File: config.mk
export PLATFORM = sky130hd
export DESIGN_NAME = code_mem_ctrl
export DESIGN_NICKNAME = d
export VERILOG_FILES = /design/src/rtl/code_mem_pkg.sv /design/src/rtl/code_mem_ctrl_rr_arb2.sv /design/src/rtl/code_mem_ctrl.sv
export SDC_FILE = /design/constraint.sdc
export NUM_CORES = 1
export LEC_CHECK = 0
export ABC_AREA = 0
export BUFFER_PORTS_ARGS = -buffer_cell sky130_fd_sc_hd__buf_2
export CAP_MARGIN = 5
export CORE_MARGIN = 10
export CORE_UTILIZATION = 45
export DETAILED_ROUTE_END_ITERATION = 10
export PLACE_DENSITY = 0.84
export SYNTH_ARGS = -nofsm -noshare
export SYNTH_HDL_FRONTEND = slang
export SYNTH_HIERARCHICAL = 1
export SYNTH_SLANG_ARGS = --single-unit
File: constraint.sdc
create_clock -name clk -period 1.8 [get_ports clk]
set_input_delay 0.36 -clock clk [delete_from_list [all_inputs] [get_ports clk]]
set_output_delay 0.36 -clock clk [all_outputs]
set_load 0.03 [all_outputs]
File: src/rtl/code_mem_pkg.sv
// Shared types and constants for the code-memory sequencer: default widths,
// FSM state encoding and the arbiter grant encoding.
package code_mem_pkg;

  localparam int DEF_ADDR_W = 8;
  localparam int DEF_DATA_W = 16;

  typedef enum logic [2:0] {
    IDLE      = 3'd0,
    RD        = 3'd1,
    RD_DONE   = 3'd2,
    WR_SETUP  = 3'd3,
    WR_STROBE = 3'd4,
    WR_HOLD   = 3'd5
  } state_t;

  localparam logic GNT_FETCH = 1'b0;
  localparam logic GNT_LOAD  = 1'b1;

  function automatic logic is_write_state(input state_t s);
    return (s == WR_SETUP) || (s == WR_STROBE) || (s == WR_HOLD);
  endfunction

endpackage

File: src/rtl/code_mem_ctrl_rr_arb2.sv
// Two-way round-robin picker: a lone requester wins; when both request, the
// one that did not win last time is granted.
module rr_arb2
  import code_mem_pkg::*;
(
  input  logic       clk,
  input  logic       rst_n,
  input  logic [1:0] req,
  input  logic       take,
  output logic       grant,
  output logic       valid
);

  logic last_grant;

  always_comb begin
    valid = |req;
    if (req == 2'b11) grant = ~last_grant;
    else              grant = req[1] ? GNT_LOAD : GNT_FETCH;
  end

  always_ff @(posedge clk or negedge rst_n) begin
    if (!rst_n)                last_grant <= GNT_FETCH;
    else if (take && valid)    last_grant <= grant;
  end

endmodule

File: src/rtl/code_mem_ctrl.sv
// Sequencer/arbiter sharing the single code-memory port between instruction
// fetch and the program loader, with registered glitch-free memory controls.
module code_mem_ctrl
  import code_mem_pkg::*;
#(
  parameter int ADDR_W        = DEF_ADDR_W,
  parameter int DATA_W        = DEF_DATA_W,
  parameter int WR_STROBE_CYC = 1
) (
  input  logic              clk,
  input  logic              rst_n,
  input  logic              fetch_req,
  input  logic [ADDR_W-1:0] fetch_addr,
  output logic              fetch_ack,
  output logic [DATA_W-1:0] fetch_instr,
  input  logic              ld_req,
  input  logic [ADDR_W-1:0] ld_addr,
  input  logic [DATA_W-1:0] ld_data,
  output logic              ld_ack,
  output logic              busy,
  output logic              mem_en,
  output logic              mem_rw,
  output logic [ADDR_W-1:0] mem_addr,
  output logic [DATA_W-1:0] mem_wdata,
  input  logic [DATA_W-1:0] mem_rdata
);

  localparam int CNT_W = (WR_STROBE_CYC > 1) ? $clog2(WR_STROBE_CYC) : 1;
  localparam logic [CNT_W-1:0] CNT_LOAD = CNT_W'(WR_STROBE_CYC - 1);

  generate
    if (WR_STROBE_CYC < 1) begin : g_bad_strobe
      $error("code_mem_ctrl: WR_STROBE_CYC must be at least 1");
    end
  endgenerate

  state_t           state, next_state;
  logic [CNT_W-1:0] strobe_cnt;
  logic             arb_grant, arb_valid, take;
  logic             mem_en_d, mem_rw_d, busy_d, fetch_ack_d, ld_ack_d;

  assign take = (state == IDLE) && arb_valid;

  rr_arb2 u_arb (
    .clk   (clk),
    .rst_n (rst_n),
    .req   ({ld_req, fetch_req}),
    .take  (take),
    .grant (arb_grant),
    .valid (arb_valid)
  );

  always_ff @(posedge clk or negedge rst_n) begin
    if (!rst_n) state <= IDLE;
    else        state <= next_state;
  end

  always_comb begin
    next_state = state;
    case (state)
      IDLE:      if (arb_valid) next_state = (arb_grant == GNT_LOAD) ? WR_SETUP : RD;
      RD:        next_state = RD_DONE;
      RD_DONE:   next_state = IDLE;
      WR_SETUP:  next_state = WR_STROBE;
      WR_STROBE: if (strobe_cnt == '0) next_state = WR_HOLD;
      WR_HOLD:   next_state = IDLE;
      default:   next_state = IDLE;
    endcase
  end

  // Outputs are decoded from next_state and registered, so every strobe,
  // select and ack comes straight off a flop.
  always_comb begin
    mem_en_d    = (next_state == WR_STROBE);
    mem_rw_d    = is_write_state(next_state);
    busy_d      = (next_state != IDLE);
    fetch_ack_d = (next_state == RD_DONE);
    ld_ack_d    = (next_state == WR_HOLD);
  end

  always_ff @(posedge clk or negedge rst_n) begin
    if (!rst_n) begin
      mem_en    <= 1'b0;
      mem_rw    <= 1'b0;
      busy      <= 1'b0;
      fetch_ack <= 1'b0;
      ld_ack    <= 1'b0;
    end else begin
      mem_en    <= mem_en_d;
      mem_rw    <= mem_rw_d;
      busy      <= busy_d;
      fetch_ack <= fetch_ack_d;
      ld_ack    <= ld_ack_d;
    end
  end

  always_ff @(posedge clk or negedge rst_n) begin
    if (!rst_n)                                       strobe_cnt <= '0;
    else if (state == WR_SETUP)                       strobe_cnt <= CNT_LOAD;
    else if (state == WR_STROBE && strobe_cnt != '0)  strobe_cnt <= strobe_cnt - 1'b1;
  end

  // Address/data captured once at grant; requester changes afterwards are ignored.
  always_ff @(posedge clk or negedge rst_n) begin
    if (!rst_n) begin
      mem_addr    <= '0;
      mem_wdata   <= '0;
      fetch_instr <= '0;
    end else begin
      if (take) begin
        if (arb_grant == GNT_LOAD) begin
          mem_addr  <= ld_addr;
          mem_wdata <= ld_data;
        end else begin
          mem_addr  <= fetch_addr;
        end
      end
      if (state == RD) fetch_instr <= mem_rdata;
    end
  end

endmodule

# Word-level counts from Yosys, hierarchy flattened
# Index checks and enable logic that the tools add are counted.
# totals
regBits	50
output_inout_bits	45
ramBits	0
memories	0
in_bits	52
mem_bits_ro	0
latch_bits	0
wordCells	40
# op_classes
n_lt_le_gt_ge	0
bitwise_logic	1
n_shift	0
n_eq_ne	8
mux	9
div_mod_pow	0
mul	0
add_sub_neg	1
reduce_logical	10
# op_table
operator	n
3-bit case mux with 4 select lines	1
3-bit by 2-bit == test with 1-bit output (second input constant)	3
3-bit == test (second input constant)	3
8-bit 2-to-1 mux	1
3-bit 2-to-1 mux	2
1-bit 2-to-1 mux	4
3-bit by 1-bit == test with 1-bit output (second input constant)	1
1-bit logical AND	3
3-bit zero test	1
3-bit nonzero test	1
2-bit == test (second input constant)	1
1-bit logical OR	2
2-bit 2-to-1 mux	1
2-bit AND reduction	1
2-bit nonzero test	1
2-bit OR reduction	1
1-bit inverter	1
1-bit subtractor (second input constant)	1

# Longest topological paths before layout
# Gate-level depths: netlist (run 1).
# logic_depth
ltp_word	8
mapped_depth	6
ltp_nobuf	4

# By module
# Netlist (run 1), hierarchy kept.
# modules_own_cells
module	cells_per_inst	seq_area_each_um2	instances	area_per_inst_um2
code_mem_ctrl	129	1226.2	1	1969.4
rr_arb2	5	25.0	1	50.0

# Least setup slack after synthesis (run 1)
# OpenSTA, ideal clock, no wires.
# synth_timing
path_type	reg2reg
start	register u_arb.last_grant
end	register mem_wdata[10]
required_time_ns	1.675
setup_time_ns	0.125
t_arrival_ns	1.544
path_buffers	3
setup_slack_ns	0.131
stages_incl_launch_ff	7
path_cell_list	dfrtp_1 a21boi_0 buf_2 and4b_1 buf_6 buf_12 mux2_4
# synth_between
elab_chain_len	3
# synth_lines
element	line	source
start, declared	code_mem_ctrl_rr_arb2.sv:14	logic last_grant;
start signal, assigned	code_mem_ctrl_rr_arb2.sv:24	else if (take && valid) last_grant <= grant;
1-bit inverter	code_mem_ctrl_rr_arb2.sv:18	if (req == 2'b11) grant = ~last_grant;
1-bit 2-to-1 mux	code_mem_ctrl_rr_arb2.sv:18	
named net arb_grant	code_mem_ctrl.sv:39	logic arb_grant, arb_valid, take;
2-bit AND reduction (no line)	-	
end signal, assigned	code_mem_ctrl.sv:113	mem_wdata <= ld_data;
end, declared	code_mem_ctrl.sv:24	output logic [DATA_W-1:0] mem_wdata,
# The timed path passes the listed nets, and every way through them passes these cells.
# A chain may end at the register's enable or synchronous reset.

# Worst setup path in the final report (run 1)
# layout_timing
start	register state[1]
end	register mem_wdata[15]
# layout_between
elab_chain_len	3
# layout_lines
element	line	source
start, declared	code_mem_ctrl.sv:37	state_t state, next_state;
start signal, assigned	code_mem_ctrl.sv:55	else state <= next_state;
3-bit zero test	code_mem_ctrl.sv:42	assign take = (state == IDLE) && arb_valid;
1-bit logical AND	code_mem_ctrl.sv:42	
2-bit AND reduction (no line)	-	
# Every way passes these cells.

==> results of run 1 <==
## worst paths after layout
kind                       depth (start not counted)       start                to
setup / recovery                                   4    state[1]     mem_wdata[15]
hold reg to reg                                    1  strobe_cnt            ld_ack
min in group clk                                   2   fetch_req  u_arb/last_grant
setup reg to reg                                   4    state[1]     mem_wdata[15]
max in group asynchronous                          2       rst_n     mem_wdata[15]
hold / removal                                     2       rst_n      mem_wdata[7]
## flip-flops by register name, summed over array words and instances, names as in the netlist
| signal | count |
|---|---|
| mem_en | 1 |
| strobe_cnt | 1 |
| fetch_ack | 1 |
| u_arb/last_grant | 1 |
| ld_ack | 1 |
| busy | 1 |
| mem_addr | 8 |
| state | 3 |
| mem_wdata | 16 |
| fetch_instr | 16 |
| mem_rw | 1 |
## layer usage
metal,routed length [um],up-vias,GRT usage (%)
li1,-,667,-
met1,1973,623,15.36
met2,1784,75,16.12
met3,660,5,7.397
met4,31,0,2.209
met5,0,-,0
## power by group
group / internal [mW] / leakage, nW / total [mW] / switching [mW]
registers: 1.67 / 0.594 / 2.00 / 0.321
logic: 1.12 / 0.696 / 2.85 / 1.73
clock network: 0.309 / 0.0472 / 0.648 / 0.339
## logic make-up after synthesis
| logic type | Yosys count |
|---|---|
| buf+inv | 8 |
| flops | 50 |
| simple gates | 22 |
| compound gates | 14 |
| mux | 40 |
## Yosys cell counts (all sizes together)
| library cell | n | area [um^2] |
|---|---|---|
| nor4b | 2 | 32.53 |
| and2 | 1 | 6.260 |
| and4b | 1 | 10.01 |
| nor3b | 2 | 26.28 |
| dfrtp | 50 | 1251 |
| a21oi | 11 | 55.05 |
| mux2 | 32 | 394.1 |
| buf | 7 | 67.56 |
| or2 | 2 | 12.52 |
| o21ai | 1 | 5.000 |
| a31oi | 1 | 6.260 |
| nor2 | 10 | 37.54 |
| inv | 1 | 3.750 |
| nand2b | 2 | 12.51 |
| a21boi | 1 | 7.510 |
| mux2i | 8 | 80.08 |
| nor3 | 1 | 5.000 |
| nor2b | 1 | 6.260 |
## layout make-up
type                       instances  area (um^2)  area share [%]
clock buffer                       6        82.58           3.110
clock inverter                     2        12.51          0.4713
inverter                           1        3.754          0.1414
multi-input combinational         76        696.9           26.25
sequential                        50         1251           47.13
tap                               52        65.06           2.451
timing repair buffer             101        543.0           20.45
## worst max-delay path, stage by stage (launching register included)
cell and delay (ns):
dfrtp_1 0.49, nor2_1 0.16, and4b_1 0.27, buf_12 0.18
mux2_2 0.34
==> summary.txt, run 1 <==
Critical path
  – CP endpoint kind: register
  – Crit path DAT: 1.75 ns
  – Critical path start-end classification: reg -> reg
  – Req. time, crit path: 1.98 ns
  – Crit-path max FO: 17
  – CP startpoint kind: register
  – Flop2flop setup slack: 0.24 ns

Power
  – Peak supply drop: 0.0008480 V
  – Total Power: 5.493 mW
  – Power Density: 2069 mW/mm^2
  – Leak: 1.337 nW

STA
  – Fin crit share: 86.91%
  – Final Critical Period: 1.564 ns
  – # setup viols final: 0
  – Worst-margin pin slew: 0.6108 ns
  – Clock skew: 0.003582 ns
  – Fmax: 0.6392 GHz
  – Worst slew margin: 59.28%
  – Hold Violations, Final: 0
  – Worst setup margin: 0.2356 ns
  – Worst hold slack: 0.1589 ns
  – Unrepaired setup endpoints after global routing: no
  – Pins Over Slew Limit: 0
  – Sum Neg Setup Slack: 0 ns

Final layout
  – Area Overhead vs Synth: 31.47%
  – Ant. Diodes: 0
  – Most frequent cells in the layout: buf_2, dfrtp_1, mux2_2
  – Core Util, Final: 60.98%
  – Final instance area: 0.002655 mm^2
  – Non-Filler Instances: 288
  – Share of layout cells above drive strength 1: 61.02%
  – Layout fillers: 364
  – Final nets: 287
  – Most common cell after layout, fill and taps aside: buf_2

Floorplanning
  – Core area: 0.004354 mm^2
  – Cell Rows: 24
  – Die area: 0.007567 mm^2
  – Die Span Y: 86.99 um
  – Die Width: 86.99 um
  – Initial core utilization: 46.38%
  – I/O pin count: 97

Clock tree
  – CTS tree: done
  – Root buf cell: clkbuf_8
  – Clk buf depth: 2
  – Setup bufs post-CTS: 0
  – Post_cts resized: 0
  – Clock Latency Late Sink: 0.29 ns
  – CTS buffer count: 5
  – CTS H-Tree Depth: 2
  – CTS clock-pin slew for the worst setup and hold paths: 0.08 ns
  – Hold-fix buffer count after cts: 0
  – Clock sinks: 50

Placement
  – IO buf count: 96
  – Placed instance area: 0.002540 mm^2
  – GP Congestion: 0.6883
  – Dpl ws: 0.06728 ns
  – Placed Cells: 279
  – Post-DP HPWL: 3.513 mm

Yosys
  – Post-Synth Adder-Cell Area: 0%
  – Mux cell area share after synthesis: 23.48%
  – Post-Synthesis Cells: 134
  – Netlist cell types: 25
  – Mapped Nets: 186
  – Syn. warnings: 6
  – Largest family of logic cells by synthesized area: multiplexers
  – Synth Register Bits: 50
  – Post-Synth Simple-Gate Area: 7.373%
  – Post-synthesis sequential area ratio: 61.96%
  – Synth Area per Inst: 15.07 um^2
  – Compound-cell area share of the yosys netlist: 3.656%
  – Post-Synth XOR/XNOR Area: 0%
  – Mapped Area: 0.002019 mm^2

Route
  – Via density: 4.757
  – # DRC: 0
  – Post-DRT Antenna Nets: 0
  – Final wirelength: 4.450 mm
  – Vias post-DR: 1370
  – First-pass DRT Iterations: 4
  – Initial DRC count: 23
  – DR WL/cell: 15.45 um

Run status
  – Outcome: finished clean

Global route
  – Antenna violations before repair: 0
  – Vias in the first global route: 1504
  – First-pass GRT wire length: 7.272 mm
  – Overall global routing resource usage: 11.77%
  – Gr ovfl total: 0
  – Pin count of the biggest net entering global routing: 51

Hold path
  – Hold WC Path Type: in -> async

Flow run
  – Max Cap Viol: 0
No activity file was read; power rests on OpenSTA's default activity.
==> run 2: changes to the inputs <==
==> constraint.sdc (replaced) <==
create_clock -name clk -period 1.8 [get_ports clk]
set_input_delay 0.27 -clock clk [delete_from_list [all_inputs] [get_ports clk]]
set_output_delay 0.27 -clock clk [all_outputs]
set_load 0.03 [all_outputs]
==> summary.txt, run 2 (synthesis results as in run 1) <==
Clock tree
  – Root buf cell: clkbuf_8
  – Clk buf depth: 2
  – CTS H-Tree Depth: 2
  – Clock Latency Late Sink: 0.29 ns
  – CTS clock-pin slew for the worst setup and hold paths: 0.09 ns
  – Clock sinks: 50
  – CTS tree: done
  – CTS buffer count: 5

Route
  – Post-DRT Antenna Nets: 0
  – Max layer used: met4
  – # DRC: 0
  – DR WL/cell: 15.19 um
  – Met2 WL: 1.780 mm
  – First-pass DRT Iterations: 4
  – Via density: 4.689
  – Final wirelength: 4.389 mm
  – Initial DRC count: 37
  – M1 WL: 1.942 mm
  – Vias post-DR: 1355
  – Met3 wire length: 652 um

Final layout
  – Most frequent cells in the layout: buf_2, dfrtp_1, mux2_2
  – Final nets: 288
  – Most common cell after layout, fill and taps aside: buf_2
  – Layout fillers: 330
  – Ant. Diodes: 0
  – Multi-input logic area: 696.9 um^2
  – Non-Filler Instances: 289
  – Register area: 0.001251 mm^2
  – Share of layout cells above drive strength 1: 60.34%
  – Top Registers: fetch_instr (16), mem_wdata (16), mem_addr (8)
  – Area Overhead vs Synth: 32.71%

Placement
  – Post-DP HPWL: 3.507 mm
  – IO buf count: 96
  – GP Congestion: 0.7212
  – Placed Cells: 280

Global route
  – Overall global routing resource usage: 11.63%
  – Pin count of the biggest net entering global routing: 28
  – Antenna violations before repair: 0
  – Vias in the first global route: 1521
  – Gr ovfl total: 0
  – First-pass GRT wire length: 7.210 mm

Floorplanning
  – Cell Rows: 24
  – Die Span Y: 86.99 um
  – Die Width: 86.99 um
  – Core area: 0.004354 mm^2
  – I/O pin count: 97
  – Initial core utilization: 46.38%
  – Die area: 0.007567 mm^2

Critical path
  – CP endpoint kind: register
  – Critical path start-end classification: reg -> reg
  – Crit-path max FO: 17
  – Crit path DAT: 1.73 ns
  – Req. time, crit path: 1.98 ns
  – CP startpoint kind: register

Hold path
  – Hold WC Path Type: in -> reg

STA
  – Fmax: 0.6452 GHz
  – Clock skew: 0.006019 ns
  – Fin crit share: 86.10%
  – Final Critical Period: 1.550 ns
  – # setup viols final: 0
  – Unrepaired setup endpoints after global routing: no
  – Worst-margin pin slew: 0.5680 ns
  – Sum Neg Setup Slack: 0 ns
  – Worst slew margin: 62.13%
  – Hold Violations, Final: 0
  – Pins Over Slew Limit: 0

Power
  – Leak: 1.346 nW
  – Power Density: 2067 mW/mm^2
  – Peak supply drop: 0.0008311 V

Flow run
  – Max Cap Viol: 0

Run status
  – Outcome: finished clean
==> run 2: final cells by class <==
class | instances | share of cell area (%)
Clock inverter | 2 | 1.401
Inverter | 1 | 0.1401
Clock buffer | 6 | 2.708
Sequential cell | 50 | 46.69
Multi-Input combinational cell | 76 | 26.00
Tap cell | 52 | 2.428
Timing Repair Buffer | 102 | 20.63
==> run 2: critical path, stage by stage, from the launching register on <==
cell and delay (ns):
dfrtp_1 0.50, nor2_1 0.16, and4b_1 0.26, buf_12 0.17, mux2_2 0.34
==> run 2: layer usage <==
metal | up-vias | GRT usage [%]
li1 | 668 | -
met1 | 614 | 14.61
met2 | 71 | 16.06
met3 | 2 | 7.772
met4 | 0 | 2.651
met5 | - | 0
==> run 2: worst paths after layout <==
path | start | end | slack, ns | cells past startpoint
hold / removal | fetch_req | u_arb/last_grant | 0.18 | 2
setup / recovery | state[1] | mem_wdata[1] | 0.25 | 4
min in group asynchronous | rst_n | mem_wdata[11] | 0.49 | 2
max in group asynchronous | rst_n | fetch_instr[3] | 0.76 | 3
hold reg to reg | strobe_cnt | ld_ack | 0.44 | 1
setup reg to reg | state[1] | mem_wdata[1] | 0.25 | 4
==> run 2: what timing repair did <==
item	CTS	global route
hold endpoints to repair	23	0
buffers inserted	0	0
hold buffers	1	0
gates resized for setup	0	0
==> run 2: power by group <==
| part | leakage (nW) | switching (mW) | internal (mW) |
|---|---|---|---|
| clock network | 0.0514 | 0.344 | 0.415 |
| registers | 0.594 | 0.309 | 1.67 |
| logic | 0.701 | 1.71 | 1.09 |
| total | 1.35 | 2.36 | 3.18 |
==> run 2: per-stage QoR <==
step	total power [mW]	worst slack (ns)	hold WS [ns]	instance area (um^2)	utilization (%)
floorplan	4.066	0.1307	-0.02559	2019	-
global placement	4.789	0.2926	0.2917	2560	58.79
detailed placement	4.864	0.2676	0.3042	2560	58.79
CTS	5.642	0.2485	0.1658	2680	61.55
global route	5.916	0.1479	0.1675	2680	61.55
finish	5.540	0.2502	0.1788	2680	61.55
==> run 3: changes to the inputs <==
- CORE_MARGIN: 10 -> unset
==> summary.txt, run 3 (synthesis results as in run 1) <==
Run status
  – Outcome: finished clean

Global route
  – Overall global routing resource usage: 18.00%
  – Gr ovfl total: 0
  – Antenna violations before repair: 0
  – Vias in the first global route: 1295
  – Pin count of the biggest net entering global routing: 29
  – First-pass GRT wire length: 6.009 mm

Clock tree
  – Setup bufs post-CTS: 0
  – CTS tree: done
  – CTS buffer count: 5
  – Post_cts resized: 0
  – Clock Latency Late Sink: 0.30 ns
  – Clk buf depth: 2
  – CTS H-Tree Depth: 2
  – Clock sinks: 50
  – Root buf cell: clkbuf_8
  – CTS clock-pin slew for the worst setup and hold paths: 0.09 ns

Critical path
  – Crit path DAT: 1.75 ns
  – FF-to-FF Start: state[1]
  – CP cell instances: nor2_1 -> and4b_1 -> buf_12 -> mux2_2
  – Critical Path Stages: 4
  – CP endpoint kind: register
  – Flop2flop setup slack: 0.24 ns
  – Critical path start-end classification: reg -> reg
  – Crit path buffers/inverters: 1
  – R2R Path End: mem_wdata[13]
  – Crit-path max FO: 17
  – Req. time, crit path: 1.99 ns
  – Worst path max stage delay: 0.50 ns
  – Worst reg2reg path depth: 4
  – Worst path top cell family by delay: flip-flops
  – Critical path's slowest cell: dfrtp_1
  – CP startpoint kind: register

Final layout
  – Area Overhead vs Synth: 34.20%
  – Core Util, Final: 65.40%
  – Ant. Diodes: 0
  – Share of layout cells above drive strength 1: 60.76%
  – Most common cell after layout, fill and taps aside: buf_2
  – Layout fillers: 318
  – Final instance area: 0.002710 mm^2
  – Non-Filler Instances: 287
  – Most frequent cells in the layout: buf_2, dfrtp_1, mux2_2
  – Top Registers: fetch_instr (16), mem_wdata (16), mem_addr (8)
  – Final nets: 288
  – Register area: 0.001251 mm^2
  – Multi-input logic area: 696.9 um^2

STA
  – # setup viols final: 0
  – Fmax: 0.6410 GHz
  – Clock skew: 0.006661 ns
  – Worst-margin pin slew: 0.5392 ns
  – Fin crit share: 86.67%
  – Final Critical Period: 1.560 ns
  – Pins Over Slew Limit: 0
  – Worst slew margin: 64.05%
  – Hold Violations, Final: 0
  – Sum Neg Setup Slack: 0 ns
  – Worst hold slack: 0.1783 ns
  – Unrepaired setup endpoints after global routing: no

Placement
  – Post-DP HPWL: 2.913 mm
  – GP Congestion: 0.7225
  – Placed Cells: 278
  – Placed instance area: 0.002557 mm^2
  – IO buf count: 96

Route
  – Via density: 4.815
  – DR WL/cell: 13.52 um
  – First-pass DRT Iterations: 4
  – Final wirelength: 3.879 mm
  – Initial DRC count: 77
  – # DRC: 0
  – Vias post-DR: 1382
  – Post-DRT Antenna Nets: 0

Power
  – Power Density: 2110 mW/mm^2
  – Peak supply drop: 0.0008361 V
  – Leak: 1.366 nW

Floorplanning
  – I/O pin count: 97
  – Die area: 0.004760 mm^2
  – Initial core utilization: 48.73%
  – Die Span Y: 68.99 um
  – Core area: 0.004144 mm^2
  – Die Width: 68.99 um
  – Cell Rows: 23

Hold path
  – Hold Path End: u_arb/last_grant
  – Hold wc startpoint: fetch_req
  – Hold WC Path Type: in -> reg
  – Cell count of the worst hold path: 2

Flow run
  – Max Cap Viol: 0
run 3: cell types whose count changed in the layout (fill, tap and decap cells not counted):
| cell | before | now |
|---|---|---|
| bufinv_16 | 1 | 2 |
| clkbuf_8 | 5 | 6 |
| clkinvlp_4 | 1 | 0 |
| clkbuf_1 | 1 | 0 |
run 3: routing by layer:
metal / vias up / track usage (%) / routed length (um)
met5: - / 0 / 0
met1: 646 / 21.01 / 1615
met3: 7 / 6.579 / 326
met4: 0 / 7.653 / 59
li1: 668 / - / -
met2: 61 / 29.61 / 1877
run 3: final cells by class:
cell class	instances	share of cell area (%)
clock buffers	6	3.047
well taps	50	2.308
multi-input cells	76	25.72
clock inverters	2	2.216
inverters	1	0.1385
flip-flops and latches	50	46.17
repair buffers	102	20.41
run 3: timing repair:
action | CTS | global route
hold endpoints to repair | 22 | 0
setup endpoints to repair | 0 | 0
hold buffers | 1 | 0
run 3: worst max path at each step:
stage	slack, ns	end	from
3_3_place_gp	0.30	mem_wdata[1]	state[1]
2_1_floorplan	0.13	mem_wdata[10]	u_arb/last_grant
6_report	0.24	mem_wdata[13]	state[1]
3_5_place_dp	0.24	mem_wdata[2]	state[1]
4_1_cts	0.23	mem_wdata[13]	state[1]
5_1_grt	0.14	mem_wdata[13]	state[1]
run 3: worst register-to-register path, stage by stage, from the launching register on:
cell and delay [ns]:
dfrtp_1 0.50, nor2_1 0.18, and4b_1 0.26, buf_12 0.17
mux2_2 0.35
run 3: per-stage QoR:
stage                     power (mW)  worst slack, ns
after floorplan                4.066           0.1307
after global placement         4.734           0.3005
after detailed placement       4.831           0.2422
after CTS                      5.794           0.2298
after global routing           6.110           0.1389
final                          5.717           0.2399
run 3: power breakdown:
group	internal (mW)	leakage, nW	switching (mW)
clock	0.592	0.0714	0.349
combinational	1.09	0.701	1.68
sequential	1.68	0.594	0.326
